`config.mk`:
```
export PLATFORM = sky130hd
export DESIGN_NAME = sha256_core_pipe
export DESIGN_NICKNAME = d
export VERILOG_FILES = /design/src/rtl/sha256_core_pipe.sv
export SDC_FILE = /design/constraint.sdc
export NUM_CORES = 2
export LEC_CHECK = 0
export BUFFER_PORTS_ARGS = -buffer_cell sky130_fd_sc_hd__buf_2
export CAP_MARGIN = 20
export CORE_MARGIN = 10
export CORE_UTILIZATION = 45
export CTS_CLUSTER_SIZE = 20
export DETAILED_ROUTE_END_ITERATION = 8
export PLACE_DENSITY = 0.7
export SETUP_SLACK_MARGIN = 0.5
export SYNTH_ARGS = -nofsm -noshare
export SYNTH_HDL_FRONTEND = slang
export SYNTH_SLANG_ARGS = --single-unit
```
`constraint.sdc`:
```
create_clock -name clk -period 15.1 [get_ports clk]
set_input_delay 1.51 -clock clk [delete_from_list [all_inputs] [get_ports clk]]
set_output_delay 1.51 -clock clk [all_outputs]
set_load 0.02 [all_outputs]
```
`src/rtl/sha256_core_pipe.sv`:
```
// sha256_core_pipe
//   One 512-bit SHA-256 compression per job. UNROLL chained rounds are applied
//   on every clock, so a block takes N = 64/UNROLL round edges. An opaque tag
//   travels with each job from input to output.
//
// Parameters
//   UNROLL : rounds per clock (1, 2, 4, 8 or 16)
//   TAG_W  : width of the job tag
//
// Ports
//   clk, rst_n          : clock (rising edge), asynchronous active-low reset
//   in_valid / in_ready : job handshake. in_ready is combinational from out_ready
//   v_in                : chaining value, v_in[31:0] = H0 ... v_in[255:224] = H7
//   data_in             : message block, data_in[7:0] is the first message byte
//   tag_in              : job tag
//   out_valid/out_ready : result handshake
//   hash_out            : result words, byte-swapped back to message byte order
//   tag_out             : tag of the job that produced hash_out
//   busy                : high while rounds are being computed
//   abort               : only with SHA256_CORE_PIPE_ABORT_EN defined; drops the
//                         job in flight or the pending result, back to IDLE
module sha256_core_pipe #(
    parameter int UNROLL = 1,
    parameter int TAG_W  = 32
) (
    input  logic             clk,
    input  logic             rst_n,
`ifdef SHA256_CORE_PIPE_ABORT_EN
    input  logic             abort,
`endif
    input  logic             in_valid,
    output logic             in_ready,
    input  logic [255:0]     v_in,
    input  logic [511:0]     data_in,
    input  logic [TAG_W-1:0] tag_in,
    output logic             out_valid,
    input  logic             out_ready,
    output logic [255:0]     hash_out,
    output logic [TAG_W-1:0] tag_out,
    output logic             busy
);

    localparam int         N        = 64 / UNROLL;
    localparam logic [5:0] LAST_CNT = 6'(N - 1);

    localparam logic [31:0] K_TABLE [0:63] = '{
        32'h428a2f98, 32'h71374491, 32'hb5c0fbcf, 32'he9b5dba5, 32'h3956c25b, 32'h59f111f1, 32'h923f82a4, 32'hab1c5ed5,
        32'hd807aa98, 32'h12835b01, 32'h243185be, 32'h550c7dc3, 32'h72be5d74, 32'h80deb1fe, 32'h9bdc06a7, 32'hc19bf174,
        32'he49b69c1, 32'hefbe4786, 32'h0fc19dc6, 32'h240ca1cc, 32'h2de92c6f, 32'h4a7484aa, 32'h5cb0a9dc, 32'h76f988da,
        32'h983e5152, 32'ha831c66d, 32'hb00327c8, 32'hbf597fc7, 32'hc6e00bf3, 32'hd5a79147, 32'h06ca6351, 32'h14292967,
        32'h27b70a85, 32'h2e1b2138, 32'h4d2c6dfc, 32'h53380d13, 32'h650a7354, 32'h766a0abb, 32'h81c2c92e, 32'h92722c85,
        32'ha2bfe8a1, 32'ha81a664b, 32'hc24b8b70, 32'hc76c51a3, 32'hd192e819, 32'hd6990624, 32'hf40e3585, 32'h106aa070,
        32'h19a4c116, 32'h1e376c08, 32'h2748774c, 32'h34b0bcb5, 32'h391c0cb3, 32'h4ed8aa4a, 32'h5b9cca4f, 32'h682e6ff3,
        32'h748f82ee, 32'h78a5636f, 32'h84c87814, 32'h8cc70208, 32'h90befffa, 32'ha4506ceb, 32'hbef9a3f7, 32'hc67178f2
    };

    typedef enum logic [1:0] {IDLE = 2'd0, ROUND = 2'd1, DONE = 2'd2} state_t;

    state_t             state_r;
    logic [5:0]         cnt_r;
    logic [255:0]       v_r;        // chaining value, added back at the end
    logic [255:0]       r_r;        // working variables, a in [31:0] ... h in [255:224]
    logic [511:0]       w_r;        // schedule window, oldest word in [31:0]
    logic [TAG_W-1:0]   tag_r;
    logic [255:0]       step_r_s;
    logic [511:0]       step_w_s;
    logic [511:0]       data_swap_s;
    logic [255:0]       hash_next_s;
    logic               abort_s;
    logic               accept_s;

`ifdef SHA256_CORE_PIPE_ABORT_EN
    assign abort_s = abort;
`else
    assign abort_s = 1'b0;
`endif

    function automatic logic [31:0] bswap32(input logic [31:0] x);
        return {x[7:0], x[15:8], x[23:16], x[31:24]};
    endfunction

    function automatic logic [31:0] big_sigma0(input logic [31:0] x);
        return {x[1:0], x[31:2]} ^ {x[12:0], x[31:13]} ^ {x[21:0], x[31:22]};
    endfunction

    function automatic logic [31:0] big_sigma1(input logic [31:0] x);
        return {x[5:0], x[31:6]} ^ {x[10:0], x[31:11]} ^ {x[24:0], x[31:25]};
    endfunction

    function automatic logic [31:0] small_sigma0(input logic [31:0] x);
        return {x[6:0], x[31:7]} ^ {x[17:0], x[31:18]} ^ {3'b000, x[31:3]};
    endfunction

    function automatic logic [31:0] small_sigma1(input logic [31:0] x);
        return {x[16:0], x[31:17]} ^ {x[18:0], x[31:19]} ^ {10'b0000000000, x[31:10]};
    endfunction

    // UNROLL chained rounds; the window shifts one word per round and the newly
    // generated word enters at the top, so the next round sees it immediately.
    function automatic logic [767:0] run_rounds(input logic [255:0] st,
                                                input logic [511:0] win,
                                                input logic [5:0]   cnt);
        logic [31:0]  a, b, c, d, e, f, g, h, t1, t2, w_new;
        logic [511:0] w;
        logic [5:0]   idx;
        {h, g, f, e, d, c, b, a} = st;
        w = win;
        for (int j = 0; j < UNROLL; j++) begin
            idx   = 6'(int'(cnt) * UNROLL + j);
            t1    = h + big_sigma1(e) + ((e & f) ^ (~e & g)) + K_TABLE[idx] + w[31:0];
            t2    = big_sigma0(a) + ((a & b) ^ (a & c) ^ (b & c));
            h     = g;
            g     = f;
            f     = e;
            e     = d + t1;
            d     = c;
            c     = b;
            b     = a;
            a     = t1 + t2;
            w_new = small_sigma1(w[479:448]) + w[319:288] + small_sigma0(w[63:32]) + w[31:0];
            w     = {w_new, w[511:32]};
        end
        return {w, h, g, f, e, d, c, b, a};
    endfunction

    assign {step_w_s, step_r_s} = run_rounds(r_r, w_r, cnt_r);

    assign in_ready = ((state_r == IDLE) || ((state_r == DONE) && out_ready)) && !abort_s;
    assign accept_s = in_valid && in_ready;
    assign busy     = (state_r == ROUND);

    // Message words into big-endian order and the finished hash back out of it.
    always_comb begin
        data_swap_s = 512'd0;
        hash_next_s = 256'd0;
        for (int i = 0; i < 16; i++) begin
            data_swap_s[32*i +: 32] = bswap32(data_in[32*i +: 32]);
        end
        for (int i = 0; i < 8; i++) begin
            hash_next_s[32*i +: 32] = bswap32(v_r[32*i +: 32] + step_r_s[32*i +: 32]);
        end
    end

    // Job FSM, datapath registers and registered result outputs.
    always_ff @(posedge clk or negedge rst_n) begin
        if (!rst_n) begin
            state_r   <= IDLE;
            cnt_r     <= 6'd0;
            v_r       <= 256'd0;
            r_r       <= 256'd0;
            w_r       <= 512'd0;
            tag_r     <= {TAG_W{1'b0}};
            out_valid <= 1'b0;
            hash_out  <= 256'd0;
            tag_out   <= {TAG_W{1'b0}};
        end else if (abort_s && (state_r != IDLE)) begin
            // Abort wins over completion and over the output handshake.
            state_r   <= IDLE;
            out_valid <= 1'b0;
        end else if (accept_s) begin
            // Covers both IDLE and the same-edge reload from DONE.
            v_r       <= v_in;
            r_r       <= v_in;
            w_r       <= data_swap_s;
            tag_r     <= tag_in;
            cnt_r     <= 6'd0;
            out_valid <= 1'b0;
            state_r   <= ROUND;
        end else begin
            case (state_r)
                IDLE: state_r <= IDLE;
                ROUND: begin
                    r_r   <= step_r_s;
                    w_r   <= step_w_s;
                    cnt_r <= cnt_r + 6'd1;
                    if (cnt_r == LAST_CNT) begin
                        hash_out  <= hash_next_s;
                        tag_out   <= tag_r;
                        out_valid <= 1'b1;
                        state_r   <= DONE;
                    end
                end
                DONE: begin
                    if (out_ready) begin
                        out_valid <= 1'b0;
                        state_r   <= IDLE;
                    end
                end
                default: begin
                    out_valid <= 1'b0;
                    state_r   <= IDLE;
                end
            endcase
        end
    end

endmodule

```
=== After elaboration in Yosys (flattened, before gate mapping) ===
Memories as Yosys holds them, arrays and structs flattened.
Cells that the tools add are included.

* Flip-flop bits (word level): 1353
* ROM bits: 2048
* Input bits: 804
* Output and inout port bits: 291
* Logic and storage cells: 79
* Memories: 1

* Add/sub/neg operators: 19
* $lt $le $gt $ge: 1
* Equality and inequality tests: 6
* Multiplexer cells: 16
* Bitwise gates (word level): 19
* Reductions and logical operators: 8

{| class="wikitable"
|+ Memory list
! name !! depth !! width !! rd ports !! clocked after Yosys merged registers in !! write ports !! RTL line !! source
|-
| (name not given) || 64 || 32 || 1 || 0 || 0 || 110 || <nowiki>t1 = h + big_sigma1(e) + ((e & f) ^ (~e & g)) + K_TABLE[idx] + w[31:0];</nowiki>
|}

{| class="wikitable"
|+ Operators with widths
! cell !! number
|-
| $mux W512 || 2
|-
| $add A32 B32 Y32 || 18
|-
| $mux W256 || 2
|-
| $xor A32 B32 Y32 || 9
|-
| $and A32 B32 Y32 || 5
|-
| $mux W32 || 2
|-
| $not A32 Y32 || 1
|-
| $xor A32 B22 Y32 || 1
|-
| $xor A32 B29 Y32 || 1
|-
| $mux W6 || 2
|-
| $ge A7 B7 Y1 const B || 1
|-
| $not A6 Y7 || 1
|-
| $add A6 B1 Y6 const B || 1
|-
| $eq A6 B6 Y1 const B || 1
|-
| $mux W2 || 3
|-
| $reduce_and A3 Y1 || 2
|-
| $pmux W2 S2 || 1
|-
| $mux W1 || 3
|-
| $ne A3 B1 Y1 const B || 1
|-
| $ne A3 B3 Y1 const B || 1
|-
| $pmux W1 S3 || 1
|-
| $eq A2 B1 Y1 const B || 1
|-
| $eq A2 B2 Y1 const B || 1
|-
| $logic_and A1 B1 Y1 || 2
|-
| other kinds (6) || 6
|}

=== Longest topological paths before layout ===
* Depth after elaboration: 9
* Depth in mapped cells: 45
* Depth with buffers taken out: 44

=== Worst setup path after synthesis ===
Ideal clock, no wire load.

* Path type: reg2reg
* From: register cnt_r[2]
* To: register hash_out[7]
* Setup time: 0.129 ns
* Arrival time: 8.860 ns
* Required time: 14.971 ns
* Slack: 6.111 ns
* Stages on the path, launching flop included: 41
* Path buffers: 3
* Clock period less this slack: 8.989 ns
* Cell sequence: dfrtp_1 -> buf_2 -> inv_1 -> clkbuf_1 -> clkbuf_1 -> ha_1 -> a21oi_1 -> o21ai_0 -> mux4_2 -> fa_1 -> ha_1 -> fa_1 -> a211oi_2 -> o21ai_0 -> a21oi_1 -> o21ai_0 -> a21o_1 -> a21oi_1 -> [5 not listed] -> and3_1 -> a221oi_2 -> a21boi_1 -> o22a_1 -> a21o_1 -> a21oi_1 -> xnor2_1 -> ha_1 -> and4_1 -> nand3_1 -> o22ai_1 -> nor4b_2 -> o21ai_0 -> o21a_1 -> a221oi_1 -> o21ai_0 -> xnor2_1 -> o21ai_1

* Cells in the longest elaborated chain, start to end: 8
* Elaborated cells between the ends (all ways): 10

{| class="wikitable"
|+ Ends and longest elaborated chain
! item !! RTL line !! source
|-
| start: declaration || 60 || <nowiki>logic [5:0] cnt_r;</nowiki>
|-
| start signal: assignment || 175 || <nowiki>cnt_r <= cnt_r + 6'd1;</nowiki>
|-
| $not A6 Y7 (not written as such) || 110 ||
|-
| $mem_v2 Z64 W32 || n/a ||
|-
| $mux W32 (not written as such) (2 in series) || 110 ||
|-
| $add A32 B32 Y32 (2 in series) || 110 ||
|-
| $add A32 B32 Y32 || 119 || <nowiki>a = t1 + t2;</nowiki>
|-
| $add A32 B32 Y32 || 140 || <nowiki>hash_next_s[32*i +: 32] = bswap32(v_r[32*i +: 32] + step_r_s[32*i +: 32]);</nowiki>
|-
| end signal: assignment || 177 || <nowiki>hash_out <= hash_next_s;</nowiki>
|-
| end: declaration || 38 || <nowiki>output logic [255:0] hash_out,</nowiki>
|}

Several ways; a longest one is shown, not always the timed one. The select of a mux whose other input is x is not followed.
A chain may end at the register's enable or synchronous reset.

=== Worst setup path in the final report ===
Same ends and word-level chain as after synthesis.

==> run metrics <==
number of max-cap violations=0; Worst Hold Class=flip-flop to flip-flop; vias in the first global route=roughly 74000; initial antenna violation count=42; RSZ-0062 raised after global routing=false; Setup Crit Path Kind=flip-flop to flip-flop; Total Wirelength=approximately 350 mm; clock root buffer=clkbuf_16; drt first pass iters=9; main combinational cell family by area after synthesis=simple AND/OR/NAND/NOR gates; hold violation count in the final report=0; via count=about 76000; slowest CP cell=buf_4; post-route ant nets=0; Mapped Cells=about 10000; slowest stage delay, CP=0.65 ns; setup TNS=0 ns; share of cells above drive strength 1=between 10% and 20%; Die Area=200400 um^2; Critical Path Fanout Max=72; CP Capture Type=flip-flop; final worst path period share=a little over two thirds; IO Port Bufs=~1100; I/O Pins=~1100; first-pass GRT wire length=about 500 mm; Final GP Congestion=0.9711; syn avg cell area=8.433 um^2; Worst Setup Start Kind=flip-flop; Highest Clock Rate=between 90 and 100 MHz; all-layer global routing usage=33.70%; Starting Density=between 40 and 50%; Area Overhead vs Synth=15.12%; Max Slew Vio Count=0; Rel. slew slack=~23%; Post-CTS Hold Fix Bufs=0; H-Tree Depth=4; proportion of synthesized area in mux cells=under 10%; Setup Buffers After CTS=0; CTS tree=yes; simple-gate portion of the synthesized area=a little under a fifth; fillers=approximately 17000; via/cell ratio=a little under 6; synthesized flop and latch total=roughly 1400; most frequent cells in the layout=nand2_1 (2672), dfrtp_1 (1350), buf_2 (1093); CORE AREA=roughly 180000 um^2; chip height=between 400 and 500 um; Post-Synth XOR/XNOR Area=under 10%; row cnt=156; actual slew at the worst max-slew pin=roughly 1.2 ns; CP arrival=approximately 11 ns; largest net degree at the start of global routing=270; Yosys cell types=90; Post-synth EDFFs=0; Compound-Gate Fraction of Synth Area=between 15 and 20%; CTS Buffer Depth=3; top_reg_cell synth=dfrtp_1; required time worst endpoint=15.81 ns; status=finished clean; Netlist Area Pre-Place=slightly above 80000 um^2; Residual DRC=0; ys async rst share=100.0%; clock transition at the registers of the reported paths=~0.06 ns; DP Wirelength=~280 mm; Wirelength per Cell=26.96 um; CTS sink cnt=1353; GRT overflow=0; Synth Area in Adders=a little over a tenth; Horiz. Die Dim=447.7 um; Ys Warns=0; Iter 0 DRT Violations=8204; Fin Clk Skew=just over 0.04 ns; Worst path most repeated cell=o21ai_0; syn_nets=about 11000; cells resized by post-CTS repair=0; Worst-Skew Late Latency=about 0.85 ns; Period minus WS final=10.61 ns; TritonCTS Buffers=around 160; final net count=11900; Finish-stage setup viols=0; register area share after synthesis=41.13%; commonest non-fill, non-tap cell in the layout=nand2_1
path summary, 6_finish.rpt:
| path | start | endpoint | slack, ns | depth (start not counted) |
|---|---|---|---|---|
| max | cnt_r[2] | hash_out[7] | 4.49 | 39 |
| max in group asynchronous | rst_n | hash_out[228] | 11.08 | 4 |
| min reg2reg | hash_out[131] | hash_out[131] | 0.46 | 2 |
| max reg2reg | cnt_r[2] | hash_out[7] | 4.49 | 39 |
| min | hash_out[131] | hash_out[131] | 0.46 | 2 |
| min in group asynchronous | rst_n | w_r[397] | 0.70 | 1 |
layer usage:
metal	share of wire [%]	vias to the layer above	GRT usage, %	wire [um]
met3	7.8	816	6.711	27430
li1	-	34300	-	-
met1	39	37070	41.74	135500
met2	47	3436	54.84	164700
met5	0.026	-	0	92
met4	6.7	18	19.21	23370
sequential cells by signal (all words and copies together), names as in the netlist:
signal	cells
tag_out	32
v_r	256
cnt_r	6
tag_r	32
state_r	2
r_r	256
out_valid	1
hash_out	256
w_r	512
per-stage QoR:
stage / worst slack [ns] / area (um^2) / hold WS (ns) / utilization [%] / cells
6_report: 4.494 / 94770 / 0.4590 / 52.26 / 13020
3_3_place_gp: 4.538 / 89280 / 0.4457 / 49.23 / 12710
2_1_floorplan: 6.111 / 82320 / 0.4386 / - / 9762
4_1_cts: 4.504 / 94690 / 0.4637 / 52.22 / 13000
3_5_place_dp: 4.510 / 89280 / 0.4517 / 49.23 / 12710
5_1_grt: 3.731 / 94750 / 0.4843 / 52.25 / 13010
logic make-up after synthesis:
logic type               Yosys count
XOR/XNOR                         583
AO/OA/AOI/OAI                   2197
flip-flops                      1353
AND/OR/NAND/NOR                 3891
adder cells (fa/ha/maj)          604
multiplexers                      65
buffers and inverters           1069
worst max-delay path, delay by kind of cell, from the launching register on:
kind | cells | cell delay [ns]
muxes | 1 | 0.55
buffers and inverters | 5 | 1.58
xor gates and xnor gates | 3 | 0.61
AOI/OAI and AO/OA | 17 | 3.28
DFF | 1 | 0.34
adders and majority gates | 7 | 2.76
and+or+nand+nor | 6 | 1.32
area by class of cell:
type	count	area (um^2)	area share, %
Multi-Input combinational cell	7340	44490	46.95
Timing Repair Buffer	1170	6168	6.509
Clock inverter	71	988.4	1.043
Clock buffer	218	4425	4.670
Inverter	481	1813	1.913
Tap cell	2370	2965	3.129
Antenna cell	19	47.55	0.05017
Sequential cell	1353	33870	35.74
cell usage after synthesis (all sizes together) (39+ instances only):
cell type / n / area share, %
a22oi: 142 / 1.3
nand2: 2675 / 12
o21bai: 60 / 0.55
ha: 403 / 6.1
a21o: 209 / 1.9
a211oi: 40 / 0.38
nand3: 116 / 0.71
fa: 196 / 4.8
o21ai: 501 / 3.0
xnor2: 359 / 3.8
o31ai: 42 / 0.40
xor2: 222 / 2.4
dfrtp: 1353 / 41
nor2b: 54 / 0.41
clkbuf: 548 / 2.5
o21a: 47 / 0.43
a31oi: 589 / 4.5
a21oi: 361 / 2.2
inv: 480 / 2.2
nand2b: 48 / 0.36
buf: 40 / 0.19
nor2: 781 / 3.6
nor3: 68 / 0.41
mux2: 39 / 0.53
Power is not shown: default switching activity piles up to over one toggle a cycle in this logic, so the estimate is an artifact.
